<file path="config.mk">
export PLATFORM = sky130hd
export DESIGN_NAME = mac_fifo_chk_ctrl
export DESIGN_NICKNAME = d
export VERILOG_FILES = /design/src/rtl/mac_fifo_chk_ctrl.sv
export SDC_FILE = /design/constraint.sdc
export NUM_CORES = 1
export LEC_CHECK = 0
export CAP_MARGIN = 20
export CORE_UTILIZATION = 44
export CTS_CLUSTER_DIAMETER = 80
export DETAILED_ROUTE_END_ITERATION = 8
export PLACE_DENSITY_LB_ADDON = 0.08
export SETUP_SLACK_MARGIN = 0.4
export SLEW_MARGIN = 15
export SYNTH_ARGS = -nofsm -noshare
export SYNTH_HDL_FRONTEND = slang
export SYNTH_SLANG_ARGS = --single-unit
</file>
<file path="constraint.sdc">
create_clock -name axi_aclk -period 3.4 [get_ports axi_aclk]
set_clock_uncertainty 0.05 [all_clocks]
set_input_delay 0.68 -clock axi_aclk [delete_from_list [all_inputs] [get_ports axi_aclk]]
set_output_delay 0.68 -clock axi_aclk [all_outputs]
set_load 0.01 [all_outputs]
</file>
<file path="src/rtl/mac_fifo_chk_ctrl.sv">
// mac_fifo_chk_ctrl: run sequencer for the MAC TX/RX data-compare FIFO checker.
// Build option MAC_CHK_CTRL_WATCHDOG_EN adds a RUN-state stall watchdog (fail_code[5]).
module mac_fifo_chk_ctrl #(
    parameter int RST_CYCLES    = 16,
    parameter int SETTLE_CYCLES = 64,
    parameter int DRAIN_CYCLES  = 256,
    parameter int CNT_W         = 32
) (
    input  logic             axi_aclk,
    input  logic             axi_rst,
    input  logic             start,
    input  logic             abort,
    input  logic [CNT_W-1:0] run_words,
    input  logic [31:0]      fifo_rd_err_count,
    input  logic [CNT_W-1:0] fifo_tx_wr_count,
    input  logic [CNT_W-1:0] fifo_rx_wr_count,
    input  logic             fifo_tx_err_overflow,
    input  logic             fifo_tx_err_underflow,
    input  logic             fifo_rx_err_overflow,
    input  logic             fifo_rx_err_underflow,
    output logic             fifo_rst,
    output logic             fifo_rst_status,
    output logic             gen_en,
    output logic             busy,
    output logic             done,
    output logic             pass,
    output logic [5:0]       fail_code,
    output logic [2:0]       state
);
    localparam int MAXC = (RST_CYCLES > SETTLE_CYCLES)
        ? ((RST_CYCLES > DRAIN_CYCLES) ? RST_CYCLES : DRAIN_CYCLES)
        : ((SETTLE_CYCLES > DRAIN_CYCLES) ? SETTLE_CYCLES : DRAIN_CYCLES);
    localparam int CW = $clog2(MAXC + 1);

    typedef enum logic [2:0] {
        S_IDLE = 3'd0, S_RST = 3'd1, S_CLR = 3'd2, S_SETTLE = 3'd3,
        S_RUN = 3'd4, S_DRAIN = 3'd5, S_CHECK = 3'd6, S_DONE = 3'd7
    } st_t;

    st_t              st;
    logic [CW-1:0]    cnt;
    logic [CNT_W-1:0] run_lat;
    logic [5:0]       grade;
    logic             wd;

`ifdef MAC_CHK_CTRL_WATCHDOG_EN
    logic [15:0]      stall;
    logic [CNT_W-1:0] prev_tx;

    // previous TX count, so RUN can see whether the source is still making progress
    always_ff @(posedge axi_aclk) begin
        prev_tx <= axi_rst ? '0 : fifo_tx_wr_count;
    end
`else
    assign wd = 1'b0;
`endif

    assign state = st;
    assign grade = {wd, 1'b0, fifo_tx_wr_count != fifo_rx_wr_count,
                    fifo_tx_err_underflow | fifo_rx_err_underflow,
                    fifo_tx_err_overflow | fifo_rx_err_overflow,
                    fifo_rd_err_count != 32'd0};

    // sequencer: every output is registered and changes on the edge entering its state
    always_ff @(posedge axi_aclk) begin
        if (axi_rst) begin
            st              <= S_IDLE;
            cnt             <= '0;
            run_lat         <= '0;
            fifo_rst        <= 1'b0;
            fifo_rst_status <= 1'b0;
            gen_en          <= 1'b0;
            busy            <= 1'b0;
            done            <= 1'b0;
            pass            <= 1'b0;
            fail_code       <= '0;
`ifdef MAC_CHK_CTRL_WATCHDOG_EN
            stall           <= '0;
            wd              <= 1'b0;
`endif
        end else if (abort && busy) begin
            st              <= S_DONE;
            fifo_rst        <= 1'b0;
            fifo_rst_status <= 1'b0;
            gen_en          <= 1'b0;
            busy            <= 1'b0;
            done            <= 1'b1;
            pass            <= 1'b0;
            fail_code       <= 6'h10;
        end else begin
            case (st)
                S_IDLE, S_DONE: if (start) begin
                    st        <= S_RST;
                    run_lat   <= run_words;
                    cnt       <= CW'(RST_CYCLES - 1);
                    fifo_rst  <= 1'b1;
                    busy      <= 1'b1;
                    done      <= 1'b0;
                    pass      <= 1'b0;
                    fail_code <= '0;
`ifdef MAC_CHK_CTRL_WATCHDOG_EN
                    wd        <= 1'b0;
`endif
                end
                S_RST: if (cnt == '0) begin
                    st              <= S_CLR;
                    fifo_rst        <= 1'b0;
                    fifo_rst_status <= 1'b1;
                end else cnt <= cnt - 1'b1;
                S_CLR: begin
                    st              <= S_SETTLE;
                    fifo_rst_status <= 1'b0;
                    cnt             <= CW'(SETTLE_CYCLES - 1);
                end
                S_SETTLE: if (cnt != '0) cnt <= cnt - 1'b1;
                else if (run_lat == '0) begin
                    st  <= S_DRAIN;
                    cnt <= CW'(DRAIN_CYCLES - 1);
                end else begin
                    st     <= S_RUN;
                    gen_en <= 1'b1;
`ifdef MAC_CHK_CTRL_WATCHDOG_EN
                    stall  <= '0;
`endif
                end
                S_RUN: if (fifo_tx_wr_count >= run_lat) begin
                    st     <= S_DRAIN;
                    gen_en <= 1'b0;
                    cnt    <= CW'(DRAIN_CYCLES - 1);
                end
`ifdef MAC_CHK_CTRL_WATCHDOG_EN
                else if (stall == 16'hFFFF) begin
                    st     <= S_DRAIN;
                    gen_en <= 1'b0;
                    cnt    <= CW'(DRAIN_CYCLES - 1);
                    wd     <= 1'b1;
                end else stall <= (fifo_tx_wr_count != prev_tx) ? '0 : stall + 1'b1;
`endif
                S_DRAIN: if (cnt == '0) st <= S_CHECK;
                else cnt <= cnt - 1'b1;
                S_CHECK: begin
                    st        <= S_DONE;
                    fail_code <= grade;
                    pass      <= grade == 6'h00;
                    busy      <= 1'b0;
                    done      <= 1'b1;
                end
                default: st <= S_IDLE;
            endcase
        end
    end
endmodule

</file>
* After elaboration in Yosys (flattened, before gate mapping) *
Index checks and enable logic that the tools add are counted.

operators by class
  $lt $le $gt $ge = 1
  reductions and logical operators = 24
  $add $sub $neg = 1
  bitwise logic cells = 3
  eq/ne operators = 20
  mux-type cells = 31

operator list
  kind                                                                 number
  9-bit 2-to-1 mux                                                     5
  9-bit case mux with 5 select lines                                   1
  32-bit >= comparator                                                 1
  32-bit zero test                                                     1
  32-bit inequality test                                               1
  32-bit nonzero test                                                  1
  3-bit case mux with 7 select lines                                   1
  3-bit 2-to-1 mux                                                     6
  3-bit inequality test (second input constant)                        6
  3-bit == test (second input constant)                                4
  2-bit inequality test (second input constant)                        6
  1-bit case mux with 2 select lines                                   6
  6-bit case mux with 2 select lines                                   1
  9-bit zero test                                                      1
  1-bit 2-to-1 mux                                                     9
  9-bit nonzero test                                                   1
  9-bit by 1-bit subtractor with 9-bit output (second input constant)  1
  2-bit nonzero test                                                   4
  3-bit by 2-bit == test with 1-bit output (second input constant)     2
  6-bit zero test                                                      1
  6-bit 2-to-1 mux                                                     1
  2-bit AND reduction                                                  3
  3-bit AND reduction                                                  2
  6-bit AND reduction                                                  1
  11 further kinds                                                     14

word-level totals
  word-level logic and storage cells = 91
  bits of input ports = 136
  output and inout bits = 15
  bits in registers = 56

* Longest topological paths before layout *
  depth after elaboration = 5
  mapped depth = 9
  depth with buffers taken out = 8

* Worst setup path after synthesis *
OpenSTA, ideal clock, no wires.

  kind = input port to flip-flop
  start = input port fifo_tx_wr_count[29]
  end = register cnt[7]
  data arrival time = 2457 ps
  setup time = 103 ps
  path slack = 789 ps
  buffers on the path = 0
  cell stages on the path = 6
  data required time = 3247 ps
  cells stage by stage = ha_1 -> nand4_2 -> or4_1 -> o22a_2 -> a21o_4 -> a2111oi_2

between the ends
  longest elaborated chain between the ends = 3

RTL lines
  element                          line  source
  start: declaration               15    input logic [CNT_W-1:0] fifo_tx_wr_count,
  32-bit >= comparator             126   S_RUN: if (fifo_tx_wr_count >= run_lat) begin
  2-bit inequality test (no line)  n/a
  6-bit AND reduction (no line)    n/a
  end signal: assignment           118   cnt <= CW'(DRAIN_CYCLES - 1);
  end signal: assignment           129   cnt <= CW'(DRAIN_CYCLES - 1);
  end signal: assignment           140   else cnt <= cnt - 1'b1;
  end: declaration                 41    logic [CW-1:0] cnt;

Every way passes these cells.
A chain may end at the register's enable or synchronous reset.

* Final worst setup path *
  start = input port fifo_tx_wr_count[25]
  end = register cnt[7]

The elaborated chain is that of the path after synthesis.

==> impl_metrics.py <==
metrics = {
    "synth": {
        "synth_commonest_cells": "nand2_1, a21oi_1, dfxtp_1, inv_1, ha_1",
        "synth_seq_area_share_pct": 29.4,
        "ys_ff_latch": 55,
        "yosysMostFrequentCell": "nand2_1",
        "synthArstFlopShare_pct": 0,
        "synth_largest_area_cell": "dfxtp_1",
        "synth_ff_type": "dfxtp_1",
        "synth_area_um2": 3740,
        "synth_area_leaders": "dfxtp_1, ha_1, nand2_1",
        "syn_avg_cell_area_um2": 7.64,
        "synth_top_area_share_pct": 29.4,
        "synth.distinct_cells": 54,
        "synth_edf_count": 0,
        "synth_nets": 663,
        "synthCells": 490,
        "synth_warnings": 0,
    },
    "worst_setup_path": {
        "worstPathMaxFanout": 7,
        "cp_cell_sequence": "clkdlybuf4s50_1 -> ha_1 -> nand4_1 -> or4_1 -> o22a_2 -> a21o_4 -> a2111oi_2",
        "worstSetupEndpointType": "flop",
        "cp-start-kind": "input pin",
        "max_stage_delay_ns": 0.54,
        "arrival_ns": 3.10,
        "worstPathRequired_ns": 3.58,
        "slowest_stage": "or4_1",
        "path_buf_inv": 1,
        "critPathKind": "input pin to flop",
        "crit_family": "compound AO/OA/AOI/OAI gates",
    },
    "clocking": {
        "clk_path_buf_depth": 2,
        "cts_setup_buffers": 0,
        "cts-htree-levels": 2,
        "cts_tree": "built",
        "cts_sinks": 55,
        "root_buffer": "clkbuf_8",
        "clkSlewWorstSetupHoldPaths_ns": 0.11,
        "cts_hold_buf": 0,
        "cts_made_buffers": 5,
        "insertion_delay_ns": 0.32,
    },
    "sta": {
        "tns_ns": 0,
        "final_hold_viol_count": 0,
        "rsz0062_at_grt": "no",
        "fmax_mhz": 342,
        "finalMaxSlewViolations": 0,
        "period_share_pct": 85.9,
        "maxSlewHeadroom_pct": 41.6,
        "period_needed_ns": 2.92,
        "worst_pin_slew_ns": 0.872,
        "setup_viol": 0,
    },
    "global_route": {
        "grt_pass1_wl_um": 18500,
        "grt_max_degree": 33,
        "grt_pass1_vias": 3833,
        "grt-ovfl-total": 0,
        "grtUsageTotal_pct": 27.0,
        "grt_antenna_before_repair": 0,
    },
    "route": {
        "drc": 0,
        "drt-initial-drc-count": 133,
        "vias_per_cell": 5.49,
        "wirelength_um": 12000,
        "drt_first_pass_iters": 5,
        "detail-route-antenna-nets": 0,
        "vias": 4065,
        "post_drt_wl_per_cell_um": 16.2,
    },
    "die": {
        "rows": 33,
        "die-area_um2": 8880,
        "io_pins": 151,
        "die_w_um": 94.2,
        "core_area_um2": 8220,
        "fp.dieH_um": 94.2,
        "initial_core_util_pct": 45.5,
    },
    "power": {
        "swShare_pct": 42.6,
        "internal_power_uw": 1600,
        "power.leakage_uw": 0.00195,
        "clock_power_share_pct": 14.0,
        "peakVddDrop_mv": 0.430,
        "combPwrFrac_pct": 53.5,
        "pwr-share-seq_pct": 32.6,
        "power_per_cell_area_nw_per_um2": 508,
        "p_switching_uw": 1180,
    },
    "placement": {
        "place_inst": 733,
        "hpwl_um": 9630,
        "place_congestion": 0.915,
        "io_buffers": 149,
        "placed_area_um2": 5340,
    },
    "final_layout": {
        "num_antenna_cells": 0,
        "syn_to_final_growth_pct": 46.3,
        "fin_area_um2": 5480,
        "multi_input_area_um2": 2450,
        "num-nets-final": 808,
        "stdcell_count": 741,
        "drive_above_1_share_pct": 4.72,
        "ff_latch_area_um2": 1100,
        "fillers": 702,
    },
    "hold_path": {
        "hp-class": "flop to flop",
    },
    "job": {
        "max_cap_violations": 0,
    },
    "outcome": {
        "status": "complete, no violations",
    },
}
[sequential cells by signal (all words and copies together) (netlist names)]
register	cells
busy	1
cnt	9
done	1
fail_code	5
fifo_rst	1
fifo_rst_status	1
gen_en	1
pass	1
run_lat	32
state	3
[final timing paths]
check,from,end,slack [ns],depth (start not counted)
setup / recovery,fifo_tx_wr_count[25],cnt[7],0.48,7
setup reg to reg,run_lat[25],cnt[7],0.88,7
hold reg to reg,pass,pass,0.41,2
hold / removal,pass,pass,0.41,2
[metrics by stage]
step                      hold slack [ns]  utilization [%]  power (uW)  worst slack, ns
after floorplan                     0.399                -        1840            0.789
after global placement              0.391             65.0        2320            0.193
after detailed placement            0.400             65.0        2360            0.140
after CTS                           0.414             66.2        2760            0.481
after global routing                0.446             66.7        3000            0.402
final                               0.414             66.7        2780            0.480
[power groups by stage]
stage	Combinational [uW]	Clock (uW)	Sequential (uW)
after floorplan	951	0	888
after global placement	1420	0	909
after detailed placement	1450	0	916
after CTS	1460	401	902
after global routing	1650	427	923
final	1490	390	906
[worst min-delay path, delay by kind of cell, from the launching register on]
| kind | cells | cell delay, ns |
|---|---|---|
| DFF | 1 | 0.32 |
| and+or+nand+nor | 1 | 0.05 |
| AOI/OAI and AO/OA | 1 | 0.05 |
[timing repair]
| action | 4_1_cts | 5_1_grt |
|---|---|---|
| endpoints found under the setup margin | 0 | 1 |
| resized for setup | 0 | 4 |
| endpoints found under the hold margin | 0 | 0 |
[layout make-up]
type / instances / share of cell area, %
multi-input combinational: 374 / 44.8
clock buffer: 5 / 1.26
tap: 105 / 2.40
clock inverter: 3 / 0.480
sequential: 55 / 20.1
timing repair buffer: 154 / 27.9
inverter: 45 / 3.08
[cells by family (layout without fill, tap and decap cells)]
kind of cell | after synthesis | count (layout) | synth area share, %
adder cells (fa/ha/maj) | 37 | 37 | 12.4
buffers and inverters | 61 | 207 | 6.25
AO/OA/AOI/OAI | 116 | 116 | 19.9
flip-flops | 55 | 55 | 29.4
multiplexers | 1 | 1 | 0.267
XOR/XNOR | 32 | 32 | 7.49
other | 1 | 1 | 0.100
AND/OR/NAND/NOR | 187 | 187 | 24.2
[layer usage]
metal / part of all wire (%) / vias up / routed length [um] / GRT usage [%]
met5: 0 / - / 0 / 0
met4: 2.4 / 0 / 284 / 9.62
met3: 6.2 / 23 / 747 / 3.88
met2: 48 / 133 / 5740 / 44.8
met1: 43 / 1888 / 5200 / 35.2
li1: - / 2021 / - / -
[cells in the final DEF (no fill, tap or decap), types with 9 or more instances in the layout]
cell               n
nor4_1            19
xnor2_1           32
nand4_1           17
a211oi_1           9
o21ai_0           11
clkdlybuf4s50_1  149
inv_1             45
nor2_1            23
dfxtp_1           55
ha_1              35
nand2_1           87
a21oi_1           62
(Power assumes the default switching activity.)
